<file path="config.mk">
export PLATFORM = sky130hd
export DESIGN_NAME = fetch_scheduler_flat
export DESIGN_NICKNAME = d
export VERILOG_FILES = /design/src/rtl/fetch_scheduler_if.sv /design/src/rtl/fetch_scheduler.sv /design/src/flat_wrapper.sv
export SDC_FILE = /design/constraint.sdc
export NUM_CORES = 1
export LEC_CHECK = 0
export BUFFER_PORTS_ARGS = -buffer_cell sky130_fd_sc_hd__buf_2
export CORE_ASPECT_RATIO = 0.9
export CORE_MARGIN = 2
export CORE_UTILIZATION = 25
export DETAILED_ROUTE_END_ITERATION = 10
export REMOVE_ABC_BUFFERS = 1
export SETUP_SLACK_MARGIN = 0.05
export SYNTH_ARGS = -nofsm -noshare
export SYNTH_HDL_FRONTEND = slang
export SYNTH_SLANG_ARGS = --single-unit
</file>
<file path="constraint.sdc">
create_clock -name clk -period 2.78 [get_ports clk]
set_input_delay 0.556 -clock clk [delete_from_list [all_inputs] [get_ports clk]]
set_output_delay 0.556 -clock clk [all_outputs]
set_load 0.02 [all_outputs]
</file>
<file path="src/rtl/fetch_scheduler_if.sv">
// Control/status bundle between the host control registers, the fetch
// scheduler and the PC selector of the four-thread barrel fetch stage.
interface fetch_scheduler_if #(
    parameter int CNT_W = 16
);
    logic             start;
    logic             stop;
    logic [3:0]       thread_en;
    logic             stall;
    logic             ex_halt;
    logic [1:0]       ex_thread_id;
    logic             advance;
    logic             pc_reset_pulse;
    logic             fetch_valid;
    logic [1:0]       cur_thread;
    logic [3:0]       thread_active;
    logic             busy;
    logic             done;
    logic [CNT_W-1:0] run_cycles;
    logic [CNT_W-1:0] issue_count;

    modport master (
        output start, stop, thread_en, stall, ex_halt, ex_thread_id,
        input  advance, pc_reset_pulse, fetch_valid, cur_thread,
               thread_active, busy, done, run_cycles, issue_count
    );

    modport slave (
        input  start, stop, thread_en, stall, ex_halt, ex_thread_id,
        output advance, pc_reset_pulse, fetch_valid, cur_thread,
               thread_active, busy, done, run_cycles, issue_count
    );
endinterface

</file>
<file path="src/rtl/fetch_scheduler.sv">
// Barrel fetch sequencer: advance strobe, PC reset pulse, live-thread tracking,
// pipeline drain on stop/all-halted, and saturating run/issue counters.
module fetch_scheduler #(
    parameter int DRAIN_CYCLES = 5,
    parameter int CNT_W        = 16
) (
    input  logic              clk,
    input  logic              reset,
    fetch_scheduler_if.slave  bus
);
    localparam int DRAIN_W = (DRAIN_CYCLES < 1) ? 1 : $clog2(DRAIN_CYCLES + 1);
    localparam logic [DRAIN_W-1:0] DRAIN_LOAD = DRAIN_W'(DRAIN_CYCLES);

    typedef enum logic [2:0] {
        ST_IDLE     = 3'd0,
        ST_RESET_PC = 3'd1,
        ST_RUN      = 3'd2,
        ST_DRAIN    = 3'd3,
        ST_DONE     = 3'd4
    } state_t;

    state_t           state_r;
    state_t           state_s;
    logic [3:0]       thread_active_r;
    logic [3:0]       active_next_s;
    logic [3:0]       halt_mask_s;
    logic [1:0]       cur_thread_r;
    logic             pc_reset_pulse_r;
    logic             busy_r;
    logic             done_r;
    logic [CNT_W-1:0] run_cycles_r;
    logic [CNT_W-1:0] issue_count_r;
    logic [DRAIN_W-1:0] drain_cnt_r;
    logic             advance_s;
    logic             fetch_valid_s;
    logic             load_drain_s;

    function automatic logic [CNT_W-1:0] sat_inc(input logic [CNT_W-1:0] v);
        return (&v) ? v : v + CNT_W'(1);
    endfunction

    // Live mask after this cycle's halt; a halt takes effect at the next edge.
    always_comb begin
        halt_mask_s = 4'b0000;
        if (bus.ex_halt) begin
            halt_mask_s = 4'b0001 << bus.ex_thread_id;
        end else begin
            halt_mask_s = 4'b0000;
        end
        active_next_s = thread_active_r & ~halt_mask_s;
    end

    // Next-state decode plus the combinational advance/fetch_valid strobes.
    always_comb begin
        state_s       = state_r;
        advance_s     = 1'b0;
        fetch_valid_s = 1'b0;
        load_drain_s  = 1'b0;
        case (state_r)
            ST_IDLE: begin
                if (bus.start) state_s = ST_RESET_PC;
                else           state_s = ST_IDLE;
            end
            ST_RESET_PC: begin
                if (bus.thread_en == 4'b0000) begin
                    state_s      = ST_DRAIN;
                    load_drain_s = 1'b1;
                end else begin
                    state_s = ST_RUN;
                end
            end
            ST_RUN: begin
                advance_s     = ~bus.stall;
                fetch_valid_s = ~bus.stall & thread_active_r[cur_thread_r];
                // stop and the last halt together still make one transition
                if (bus.stop || (active_next_s == 4'b0000)) begin
                    state_s      = ST_DRAIN;
                    load_drain_s = 1'b1;
                end else begin
                    state_s = ST_RUN;
                end
            end
            ST_DRAIN: begin
                advance_s = ~bus.stall;
                if (drain_cnt_r == DRAIN_W'(0)) state_s = ST_DONE;
                else                            state_s = ST_DRAIN;
            end
            ST_DONE: begin
                if (bus.start) state_s = ST_RESET_PC;
                else           state_s = ST_DONE;
            end
            default: begin
                state_s = ST_IDLE;
            end
        endcase
    end

    // State register with registered state decodes for pulse, busy and done.
    always_ff @(posedge clk or posedge reset) begin
        if (reset) begin
            state_r          <= ST_IDLE;
            pc_reset_pulse_r <= 1'b0;
            busy_r           <= 1'b0;
            done_r           <= 1'b0;
        end else begin
            state_r          <= state_s;
            pc_reset_pulse_r <= (state_s == ST_RESET_PC);
            busy_r           <= (state_s == ST_RESET_PC) || (state_s == ST_RUN) ||
                                (state_s == ST_DRAIN);
            if (state_s == ST_DONE)          done_r <= 1'b1;
            else if (state_r == ST_RESET_PC) done_r <= 1'b0;
        end
    end

    // Thread pointer, live mask, drain counter and saturating counters.
    always_ff @(posedge clk or posedge reset) begin
        if (reset) begin
            thread_active_r <= 4'b0000;
            cur_thread_r    <= 2'd0;
            run_cycles_r    <= '0;
            issue_count_r   <= '0;
            drain_cnt_r     <= '0;
        end else begin
            if (state_r == ST_RESET_PC) begin
                thread_active_r <= bus.thread_en;
                cur_thread_r    <= 2'd0;
                run_cycles_r    <= '0;
                issue_count_r   <= '0;
            end else begin
                if ((state_r == ST_RUN) || (state_r == ST_DRAIN)) begin
                    thread_active_r <= active_next_s;
                    run_cycles_r    <= sat_inc(run_cycles_r);
                end
                // the PC selector rotates unconditionally, so no mask skipping here
                if (advance_s)     cur_thread_r  <= cur_thread_r + 2'd1;
                if (fetch_valid_s) issue_count_r <= sat_inc(issue_count_r);
            end
            if (load_drain_s) begin
                drain_cnt_r <= DRAIN_LOAD;
            end else if ((state_r == ST_DRAIN) && advance_s && (drain_cnt_r != DRAIN_W'(0))) begin
                drain_cnt_r <= drain_cnt_r - DRAIN_W'(1);
            end
        end
    end

    assign bus.advance        = advance_s;
    assign bus.fetch_valid    = fetch_valid_s;
    assign bus.pc_reset_pulse = pc_reset_pulse_r;
    assign bus.cur_thread     = cur_thread_r;
    assign bus.thread_active  = thread_active_r;
    assign bus.busy           = busy_r;
    assign bus.done           = done_r;
    assign bus.run_cycles     = run_cycles_r;
    assign bus.issue_count    = issue_count_r;
endmodule

</file>
<file path="src/flat_wrapper.sv">
// flat-port wrapper written by rule: the top's interface ports become plain ports
module fetch_scheduler_flat 
#(
    parameter int DRAIN_CYCLES = 5,
    parameter int CNT_W        = 16
)
  (clk, reset, bus_start, bus_stop, bus_thread_en, bus_stall, bus_ex_halt, bus_ex_thread_id, bus_advance, bus_pc_reset_pulse, bus_fetch_valid, bus_cur_thread, bus_thread_active, bus_busy, bus_done, bus_run_cycles, bus_issue_count);
  fetch_scheduler_if #(.CNT_W(CNT_W)) bus_i ();
  input  logic clk;
  input  logic reset;
  input wire logic [$bits(bus_i.start)-1:0] bus_start;
  input wire logic [$bits(bus_i.stop)-1:0] bus_stop;
  input wire logic [$bits(bus_i.thread_en)-1:0] bus_thread_en;
  input wire logic [$bits(bus_i.stall)-1:0] bus_stall;
  input wire logic [$bits(bus_i.ex_halt)-1:0] bus_ex_halt;
  input wire logic [$bits(bus_i.ex_thread_id)-1:0] bus_ex_thread_id;
  output wire logic [$bits(bus_i.advance)-1:0] bus_advance;
  output wire logic [$bits(bus_i.pc_reset_pulse)-1:0] bus_pc_reset_pulse;
  output wire logic [$bits(bus_i.fetch_valid)-1:0] bus_fetch_valid;
  output wire logic [$bits(bus_i.cur_thread)-1:0] bus_cur_thread;
  output wire logic [$bits(bus_i.thread_active)-1:0] bus_thread_active;
  output wire logic [$bits(bus_i.busy)-1:0] bus_busy;
  output wire logic [$bits(bus_i.done)-1:0] bus_done;
  output wire logic [$bits(bus_i.run_cycles)-1:0] bus_run_cycles;
  output wire logic [$bits(bus_i.issue_count)-1:0] bus_issue_count;
  assign bus_i.start = bus_start;
  assign bus_i.stop = bus_stop;
  assign bus_i.thread_en = bus_thread_en;
  assign bus_i.stall = bus_stall;
  assign bus_i.ex_halt = bus_ex_halt;
  assign bus_i.ex_thread_id = bus_ex_thread_id;
  assign bus_advance = bus_i.advance;
  assign bus_pc_reset_pulse = bus_i.pc_reset_pulse;
  assign bus_fetch_valid = bus_i.fetch_valid;
  assign bus_cur_thread = bus_i.cur_thread;
  assign bus_thread_active = bus_i.thread_active;
  assign bus_busy = bus_i.busy;
  assign bus_done = bus_i.done;
  assign bus_run_cycles = bus_i.run_cycles;
  assign bus_issue_count = bus_i.issue_count;
  fetch_scheduler #(.DRAIN_CYCLES(DRAIN_CYCLES), .CNT_W(CNT_W)) u_core (.clk(clk), .reset(reset), .bus(bus_i));
endmodule
</file>
* After elaboration in Yosys (flattened, before gate mapping)
Cells that the tools add are included.
** Word-level totals
- Flip-flop bits (word level) :: 47
- Input port bits :: 12
- Word-level logic and storage cells :: 78
** Cells by class
- Add/sub/neg operators :: 4
- Magnitude comparators :: 1
- Equal/unequal tests :: 10
- Shifts and indexed selects :: 1
- Multiplexer cells :: 28
- Bitwise gates (word level) :: 4
- Reduce and logical (&&, ||, !) cells :: 21
** Operator list (number)
- $mux W16 :: 6
- $add A16 B1 Y16 const B :: 2
- $reduce_and A16 Y1 :: 2
- $pmux W3 S5 :: 1
- $eq A3 B2 Y1 const B :: 4
- $mux W3 :: 4
- $mux W4 :: 3
- $mux W1 :: 10
- $reduce_bool A2 Y1 :: 5
- $logic_not A4 Y1 :: 2
- $eq A3 B1 Y1 const B :: 2
- $eq A3 B3 Y1 const B :: 2
- $logic_not A3 Y1 :: 2
- $and A4 B4 Y4 :: 1
- $logic_or A1 B1 Y1 :: 4
- $mux W2 :: 2
- $ne A2 B1 Y1 const B :: 2
- $not A4 Y4 :: 1
- $reduce_and A2 Y1 :: 2
- $shl A1 B2 Y4 const A :: 1
- $lt A2 B3 Y1 const B :: 1
- $reduce_bool A3 Y1 :: 1
- $sub A3 B1 Y3 const B :: 1
- $add A2 B1 Y2 const B :: 1
- other kinds (6) :: 7

* Longest topological paths before layout
Gate-level depths: netlist of the first run.
- Depth after elaboration :: 11
- Mapped depth :: 7
- Depth with buffers taken out :: 7

* Least setup slack after synthesis of the first run
Ideal clock, no wire load.
- Path type :: register to register
- From :: reg u_core.cur_thread_r[0], in the netlist u_core.bus.cur_thread[0]
- To :: reg u_core.issue_count_r[9], in the netlist u_core.bus.issue_count[9]
- Arrival :: 2.083 ns
- Data required time :: 2.650 ns
- Slack :: 0.568 ns
- Stages on the path, launching flop included :: 7
- Path buffers :: 1
- Cells stage by stage :: dfrtp_1 -> mux4_1 -> or4b_4 -> buf_6 -> or4_4 -> nand3_1 -> o21ai_1
** On the way
- Longest elaborated chain between the ends :: 6
** Ends and longest elaborated chain
- start, declared :: RTL line fetch_scheduler.sv:27 : logic [1:0] cur_thread_r;
- start signal, assigned :: RTL line fetch_scheduler.sv:135 : if (advance_s) cur_thread_r <= cur_thread_r + 2'd1;
- $bmux W1 S2 :: RTL line fetch_scheduler.sv:74 : fetch_valid_s = ~bus.stall & thread_active_r[cur_thread_r];
- $mux W1 (implied by the code) :: RTL line fetch_scheduler.sv:74
- $and A1 B1 Y1 :: RTL line fetch_scheduler.sv:74
- $mux W1 :: RTL line fetch_scheduler.sv:59 : case (state_r)
- $reduce_bool A2 Y1 (no source line)
- $reduce_and A2 Y1 (no source line)
- end signal, assigned :: RTL line fetch_scheduler.sv:136 : if (fetch_valid_s) issue_count_r <= sat_inc(issue_count_r);
- end, declared :: RTL line fetch_scheduler.sv:32 : logic [CNT_W-1:0] issue_count_r;
No other way between the ends. The select of a mux whose other input is x is not followed.
A chain may end at the register's enable or synchronous reset.

* Worst setup path in the final report of the first run
- From :: reg u_core.state_r[2]
- To :: out bus_fetch_valid
** On the way
- Longest elaborated chain between the ends :: 2
** Ends and longest elaborated chain
- start, declared :: RTL line fetch_scheduler.sv:22 : state_t state_r;
- start signal, assigned :: RTL line fetch_scheduler.sv:106 : state_r <= state_s;
- $eq A3 B2 Y1 :: RTL line fetch_scheduler.sv:59
- $mux W1 :: RTL line fetch_scheduler.sv:59
- end, declared :: RTL line flat_wrapper.sv:19 : output wire logic [$bits(bus_i.fetch_valid)-1:0] bus_fetch_valid;
No other way between the ends.

==> results.sh, run 1 <==
export IMPL_drt_pass1_iterations=4
export IMPL_synth_area_sq_um=2515
export IMPL_clock_path_buffers=2
export IMPL_vias=2209
export IMPL_wl_microns=6242
export IMPL_setup_tns_ns=0
export IMPL_yosys_most_used_dff="dfrtp_1"
export IMPL_gr_usage_met1_pct=16.44
export IMPL_areaGrowthSynthToFinish_pct=19.95
export IMPL_drc=0
export IMPL_hold_class="in -> async"
export IMPL_n_antenna_cell=0
export IMPL_cp_start_kind="flip-flop"
export IMPL_grt_max_degree=27
export IMPL_layout_common_cells="buf_2, dfrtp_1, nor2_1"
export IMPL_dp_hpwl_microns=4672
export IMPL_cts_tree="built"
export IMPL_die_x_microns=109.7
export IMPL_drive_gt1_share_pct=22.15
export IMPL_core_sq_um=9742
export IMPL_row_count=34
export IMPL_worst_pin_slew_ns=0.8516
export IMPL_grt_first_pass_wirelength_microns=10340
export IMPL_place_area_sq_um=2935
export IMPL_gr_usage_met2_pct=18.71
export IMPL_ios=55
export IMPL_arrival_ns=1.97
export IMPL_status="completed"
export IMPL_ir_drop_mv=0.4387
export IMPL_cts_max_level=2
export IMPL_grt_antenna_before_repair=0
export IMPL_ys_seq_area_share_pct=46.77
export IMPL_grt_pass1_vias=2151
export IMPL_overflow=0
export IMPL_postCtsSetupBuffers=0
export IMPL_clk_latency_ns=0.30
export IMPL_endpoint_kind="output pin"
export IMPL_period_minus_slack_ns=2.527
export IMPL_syn_avg_cell_area_sq_um=9.419
export IMPL_max_freq_mhz=395.7
export IMPL_max_cap_viol_count=0
export IMPL_post_cts_resized=0
export IMPL_async_flop_share_pct=100.0
export IMPL_drv_slew=0
export IMPL_clock_sinks=47
export IMPL_skew_ns=0.01029
export IMPL_cts_hold_buffers_added=0
export IMPL_cts_root_buf="clkbuf_8"
export IMPL_leakage_nw=1.443
export IMPL_hold_violations=0
export IMPL_nNetsFinal=340
export IMPL_syn_inst=267
export IMPL_dieArea_sq_um=10880
export IMPL_rsz0062_at_grt="false"
export IMPL_dieHeight_microns=99.15
export IMPL_grt_busiest_layer="met2"
export IMPL_drt_vias_per_instance=4.898
export IMPL_crit_required_ns=2.22
export IMPL_yosysUniqueCellTypes=46
export IMPL_fin_area_sq_um=3017
export IMPL_layout_commonest_cell="buf_2"
export IMPL_relSlewSlack_pct=42.79
export IMPL_clkTransAtPathRegs_ns=0.09
export IMPL_portBuffers=54
export IMPL_yosys_warnings=0
export IMPL_synth_seq_cells=47
export IMPL_cp_max_fo=13
export IMPL_power_total_mw=2.306
export IMPL_synth_edf_count=0
export IMPL_wl_per_cell_microns=13.84
export IMPL_critPathKind="reg -> out"
export IMPL_grt_util_all_layers_pct=11.98
export IMPL_drtIter0Drc=84
export IMPL_place_gp_congestion=0.8173
export IMPL_cts_buffers=5
export IMPL_met3_usage_pct=3.145
export IMPL_final_util_pct=30.97
export IMPL_powerDensity_nw_per_um2=764.3
export IMPL_setup_violations=0
export IMPL_period_share_pct=90.90
export IMPL_postRouteAntennaNets=0
export IMPL_start_util_pct=25.82
state kept, by name, summed over array words and instances (netlist names):
| signal | flops |
|---|---|
| u_core.bus.cur_thread | 2 |
| u_core.bus.done | 1 |
| u_core.bus.issue_count | 16 |
| u_core.state_r | 3 |
| u_core.drain_cnt_r | 3 |
| u_core.bus.thread_active | 4 |
| u_core.bus.busy | 1 |
| u_core.bus.pc_reset_pulse | 1 |
| u_core.bus.run_cycles | 16 |
per-layer routing:
metal	part of all wire, %	vias to the layer above
li1	-	1084
met1	48	1058
met2	45	60
met3	6.0	7
met4	1.0	0
met5	0	-
through the flow:
step	instances	setup WS, ns	hold slack (ns)
finish	451	0.2529	0.2949
detailed placement	443	0.3867	0.4649
global placement	443	0.5056	0.4616
floorplan	259	0.5992	0.5000
CTS	451	0.2358	0.3168
global route	451	0.1465	0.3492
cell type report:
| class | instances | area (sq um) |
|---|---|---|
| Fill cell | 1017 | 6725 |
| Multi-Input combinational cell | 200 | 1256 |
| Sequential cell | 47 | 1176 |
| Timing Repair Buffer | 58 | 300.3 |
| Tap cell | 126 | 157.7 |
| Clock buffer | 7 | 76.32 |
| Inverter | 12 | 45.04 |
| Clock inverter | 1 | 5.005 |
path summary, 6_finish.rpt:
path / slack [ns] / cells past startpoint / to / startpoint
setup / recovery: 0.25 / 4 / bus_fetch_valid / u_core.state_r[2]
hold / removal: 0.29 / 2 / u_core.bus.issue_count[5] / reset
setup reg to reg: 0.35 / 5 / u_core.bus.issue_count[14] / u_core.state_r[2]
hold reg to reg: 0.48 / 1 / u_core.bus.done / u_core.bus.done
max in group asynchronous: 1.89 / 3 / u_core.bus.issue_count[15] / reset
min in group clk: 0.47 / 3 / u_core.bus.thread_active[2] / bus_thread_en[2]
power breakdown:
part | internal, mW | leakage (nW) | switching [mW]
Clock | 0.177 | 0.0422 | 0.228
Combinational | 0.353 | 0.786 | 0.515
Sequential | 0.828 | 0.614 | 0.204
Total | 1.36 | 1.44 | 0.947
cells in the mapped netlist, types with 5 or more instances:
master    count  area, sq um
nor2_1       28        105.1
nor3_1        6        30.03
xnor2_1      10        87.58
xor2_1        9        78.83
dfrtp_1      47         1176
o21ai_0      13        65.06
nand3_1      13        65.06
a21oi_1      13        65.06
nor4_1        9        56.30
inv_1        12        45.04
mux2i_1       5        50.05
clkbuf_1      7        26.28
and4_1        5        43.79
nand4_1      11        68.82
nand2_1      22        82.58
or3_1         5        31.28
nor2b_1       7        43.79
cells by family after synthesis:
group           after synthesis  synth area share, %
mux                           7                3.483
compound gates               50                12.79
xor+xnor                     19                6.617
flops                        47                46.77
fa+ha+maj                     4                1.990
simple gates                120                25.07
buf+inv                      20                3.284
worst max-delay path, cell delays in order (launching register included):
cell and delay [ns]:
dfrtp_1 0.52, nand2b_1 0.28, or4b_4 0.61, inv_1 0.10
buf_2 0.16
No activity file was read; power rests on OpenSTA's default activity.
==> run 2: changes to the inputs <==
clock period = 2 ns   (was 2.78 ns; I/O delays follow)
==> run 2 against run 1 <==
  * The flow now finishes with violations (setup timing)
  * Register-to-register slack worse by 0.53 ns
  * Wire length up 6.0%
  * Total power up 51%
  * Die area unchanged
  * Via count up 4.3%
  * Critical endpoint unchanged
  * Largest cell class unchanged
==> results.sh, run 2 (synthesized netlist as in run 1, its figures left out) <==
export IMPL_place_gp_congestion=0.8288
export IMPL_period_share_pct=109.9
export IMPL_period_minus_slack_ns=2.198
export IMPL_cts_tree="built"
export IMPL_overflow=0
export IMPL_relSlewSlack_pct=75.98
export IMPL_skew_ns=0.006802
export IMPL_vias=2303
export IMPL_clock_sinks=47
export IMPL_dp_hpwl_microns=4801
export IMPL_hold_violations=0
export IMPL_cts_hold_buffers_added=0
export IMPL_grt_antenna_before_repair=0
export IMPL_portBuffers=54
export IMPL_cts_root_buf="clkbuf_8"
export IMPL_place_area_sq_um=3141
export IMPL_max_freq_mhz=454.9
export IMPL_wl_per_cell_microns=13.78
export IMPL_worst_pin_slew_ns=0.3596
export IMPL_start_util_pct=25.82
export IMPL_timing_rr_start="u_core.bus.cur_thread[0]"
export IMPL_powerDensity_nw_per_um2=1047
export IMPL_layout_commonest_cell="buf_2"
export IMPL_multi_input_area_sq_um=1299
export IMPL_fin_area_sq_um=3326
export IMPL_arrival_ns=1.80
export IMPL_clkTransAtPathRegs_ns=0.09
export IMPL_row_count=34
export IMPL_r2r_end="u_core.bus.issue_count[9]"
export IMPL_grt_max_degree=40
export IMPL_cts_max_level=2
export IMPL_grt_util_all_layers_pct=12.71
export IMPL_clk_latency_ns=0.29
export IMPL_dieArea_sq_um=10880
export IMPL_clock_path_buffers=2
export IMPL_leakage_nw=1.600
export IMPL_critPathKind="reg -> out"
export IMPL_core_sq_um=9742
export IMPL_layout_common_cells="buf_2, dfrtp_1, buf_4"
export IMPL_drv_slew=0
export IMPL_cp_max_fo=2
export IMPL_drt_pass1_iterations=5
export IMPL_max_cap_viol_count=0
export IMPL_die_x_microns=109.7
export IMPL_timing_hold_ws_ns=0.01115
export IMPL_fin_ws_ns=-0.1985
export IMPL_violations="setup timing"
export IMPL_ios=55
export IMPL_hold_class="in -> async"
export IMPL_drtIter0Drc=163
export IMPL_dieHeight_microns=99.15
export IMPL_seqCellArea_sq_um=1176
export IMPL_setup_violations=12
export IMPL_r2r_slack_ns=-0.18
export IMPL_crit_required_ns=1.60
export IMPL_endpoint_kind="output pin"
export IMPL_rsz0062_at_grt="true"
export IMPL_drt_vias_per_instance=4.798
export IMPL_nFillCells=994
export IMPL_nNetsFinal=371
export IMPL_grt_first_pass_wirelength_microns=10930
export IMPL_cts_buffers=5
export IMPL_grt_pass1_vias=2235
export IMPL_ir_drop_mv=0.5354
export IMPL_status="complete, but fails checks"
export IMPL_reg2reg_depth=6
export IMPL_startpoint="u_core.bus.cur_thread[0]"
export IMPL_drive_gt1_share_pct=31.64
export IMPL_drc=0
export IMPL_wl_microns=6615
export IMPL_n_antenna_cell=0
export IMPL_areaGrowthSynthToFinish_pct=32.24
export IMPL_postRouteAntennaNets=0
export IMPL_cp_start_kind="flip-flop"
-- run 2: cell count changes in the layout (fill, tap and decap cells not counted), moves of 2 or more --
cell | previous run | this run
buf_12 | 0 | 2
nor4_2 | 0 | 3
buf_4 | 4 | 30
buf_6 | 0 | 4
nor4_1 | 9 | 6
-- run 2: power by group --
| group | total [mW] | switching (mW) | internal [mW] | leakage (nW) |
|---|---|---|---|---|
| sequential | 1.34 | 0.193 | 1.15 | 0.614 |
| clock | 0.539 | 0.305 | 0.234 | 0.0371 |
| combinational | 1.60 | 0.886 | 0.714 | 0.948 |
| total | 3.48 | 1.38 | 2.10 | 1.60 |
-- run 2: routing by layer --
| metal | GRT usage [%] | wire length, microns |
|---|---|---|
| met5 | 0 | 0 |
| met4 | 3.505 | 63 |
| met3 | 3.342 | 424 |
| met2 | 20.18 | 3120 |
| met1 | 17.12 | 3006 |
-- run 2: worst max-delay path, cell delays in order (launching register included) --
cell and delay [ns]:
dfrtp_1 0.40, mux4_2 0.33, or4b_4 0.49, buf_6 0.14, inv_2 0.04, buf_6 0.10
-- run 2: how the worst max path moves through the flow --
stage               slack, ns  cells past startpoint                          to
finish                  -0.20                      5             bus_fetch_valid
global route            -0.27                      6   u_core.bus.issue_count[9]
CTS                     -0.21                      6   u_core.bus.issue_count[9]
detailed placement       -0.1                      5   u_core.bus.issue_count[9]
global placement        -0.06                      5   u_core.bus.issue_count[9]
floorplan               -0.18                      5  u_core.bus.issue_count[12]
-- run 2: cell type report --
| class | instances | area share (%) |
|---|---|---|
| repair buffers | 89 | 17.31 |
| clock buffers | 6 | 2.182 |
| inverters | 12 | 1.354 |
| flip-flops and latches | 47 | 35.36 |
| well taps | 126 | 4.740 |
| multi-input cells | 200 | 39.05 |
-- run 2: per-stage QoR --
step | cells | power [mW] | util, % | setup TNS (ns) | setup WS, ns
3_5_place_dp | 467 | 2.906 | 32.24 | -0.2840 | -0.09582
3_3_place_gp | 467 | 2.860 | 32.24 | -0.05733 | -0.05733
4_1_cts | 479 | 3.496 | 33.56 | -1.575 | -0.2068
6_report | 480 | 3.483 | 34.14 | -1.024 | -0.1985
5_1_grt | 480 | 3.742 | 34.14 | -2.243 | -0.2687
2_1_floorplan | 259 | 2.245 | - | -0.8489 | -0.1808
-- run 2: timing repair --
action                     4_1_cts  5_1_grt
buffers inserted                 6        1
setup endpoints to repair       18       23
pin swaps                        1        0
hold endpoints to repair         0        0
resized for setup                6       11
==> run 3: changes to the inputs <==
clock period = 2.38 ns   (was 2 ns; I/O delays follow)
==> run 3 against run 2 <==
  * Sequential cell count unchanged
  * Worst hold slack improved by 0.17 ns
  * Critical path depth decreased by 1
  * Critical path type unchanged
  * Die area unchanged
  * Via count decreased by 3.0%
  * The flow now finishes without violations
==> results.sh, run 3 (synthesized netlist as in run 1, its figures left out) <==
export IMPL_timing_hold_ws_ns=0.1809
export IMPL_hold_violations=0
export IMPL_fin_ws_ns=0.1752
export IMPL_stdcell_count=459
export IMPL_max_freq_mhz=453.6
export IMPL_place_gp_congestion=0.8318
export IMPL_drive_gt1_share_pct=24.92
export IMPL_powerDensity_nw_per_um2=897.2
export IMPL_clock_sinks=47
export IMPL_power_frac_clock_pct=17.9
export IMPL_cts_buffers=5
export IMPL_p_seq_share_pct=41.9
export IMPL_setup_tns_ns=0
export IMPL_critPathKind="reg -> out"
export IMPL_dieArea_sq_um=10880
export IMPL_die_x_microns=109.7
export IMPL_max_cap_viol_count=0
export IMPL_cts_tree="built"
export IMPL_cts_max_level=2
export IMPL_place_area_sq_um=2988
export IMPL_fin_area_sq_um=3095
export IMPL_drv_slew=0
export IMPL_grt_max_degree=26
export IMPL_skew_ns=0.009105
export IMPL_drt_vias_per_instance=4.867
export IMPL_portBuffers=54
export IMPL_postRouteAntennaNets=0
export IMPL_relSlewSlack_pct=62.28
export IMPL_crit_required_ns=1.90
export IMPL_vias=2234
export IMPL_p_comb_share_pct=40.2
export IMPL_rsz0062_at_grt="false"
export IMPL_start_util_pct=25.82
export IMPL_cp_start_kind="flip-flop"
export IMPL_clkTransAtPathRegs_ns=0.09
export IMPL_wl_per_cell_microns=13.62
export IMPL_leakage_nw=1.491
export IMPL_drt_pass1_iterations=4
export IMPL_drtIter0Drc=125
export IMPL_core_sq_um=9742
export IMPL_worst_pin_slew_ns=0.5607
export IMPL_p_switching_mw=1.118
export IMPL_cp_max_fo=2
export IMPL_hold_class="in -> async"
export IMPL_endpoint_kind="output pin"
export IMPL_dp_hpwl_microns=4663
export IMPL_cts_hold_buffers_added=0
export IMPL_sw_frac_of_total_pct=40.25
export IMPL_areaGrowthSynthToFinish_pct=23.08
export IMPL_ios=55
export IMPL_layout_commonest_cell="buf_2"
export IMPL_pre_cts_ws_ns=0.2496
export IMPL_power_internal_mw=1.659
export IMPL_overflow=0
export IMPL_grt_antenna_before_repair=0
export IMPL_grt_pass1_vias=2161
export IMPL_n_antenna_cell=0
export IMPL_grt_first_pass_wirelength_microns=10490
export IMPL_setup_violations=0
export IMPL_dieHeight_microns=99.15
export IMPL_clock_path_buffers=2
export IMPL_arrival_ns=1.73
export IMPL_reg2reg_depth=6
export IMPL_final_util_pct=31.78
export IMPL_cts_root_buf="clkbuf_8"
export IMPL_row_count=34
export IMPL_period_share_pct=92.64
export IMPL_layout_common_cells="buf_2, dfrtp_1, nor2_1"
export IMPL_wl_microns=6252
export IMPL_nNetsFinal=349
export IMPL_grt_util_all_layers_pct=12.23
export IMPL_drc=0
export IMPL_period_minus_slack_ns=2.205
export IMPL_power_total_mw=2.777
export IMPL_clk_latency_ns=0.30
export IMPL_status="completed"
export IMPL_ir_drop_mv=0.4574
export IMPL_dp_cells=450
-- run 3: worst paths after layout --
path                                           from                           to  slack [ns]
max                        u_core.bus.cur_thread[0]              bus_fetch_valid        0.18
min                                           reset              u_core.bus.done        0.18
max reg2reg                u_core.bus.cur_thread[0]    u_core.bus.issue_count[9]        0.22
min reg2reg                         u_core.bus.done              u_core.bus.done        0.49
max in group asynchronous                     reset     u_core.bus.cur_thread[0]        1.61
min in group clk                   bus_thread_en[2]  u_core.bus.thread_active[2]        0.39
-- run 3: final cells by class --
type	instances	area, sq um
fill	1033	6646
multi-input combinational	200	1261
sequential	47	1176
timing repair buffer	67	367.9
tap	126	157.7
clock buffer	6	82.58
inverter	12	45.04
clock inverter	1	5.005
-- run 3: power groups by stage --
stage                     Clock (mW)  Sequential (mW)  Combinational [mW]
after CTS                      0.514             1.17                1.11
after floorplan                    0             1.31               0.574
after global routing           0.542             1.19                1.26
after detailed placement           0             1.19                1.10
final                          0.498             1.16                1.12
after global placement             0             1.18                1.09
-- run 3: critical path, stage by stage, from the launching register on --
cell and delay (ns):
dfrtp_1 0.40, mux4_1 0.32, or4b_4 0.47, inv_1 0.09, buf_2 0.16
-- run 3: timing repair --
action	in CTS	in global routing
setup buffers	1	1
gates cloned	0	0
resized for setup	0	1
endpoints found under the setup margin	1	7
-- run 3: metal layers --
layer	up-vias	GRT usage, %	share of wire (%)
met4	0	2.629	1.0
met2	63	19.23	44
met3	10	3.735	7.1
met5	-	0	0
li1	1101	-	-
met1	1060	16.62	48
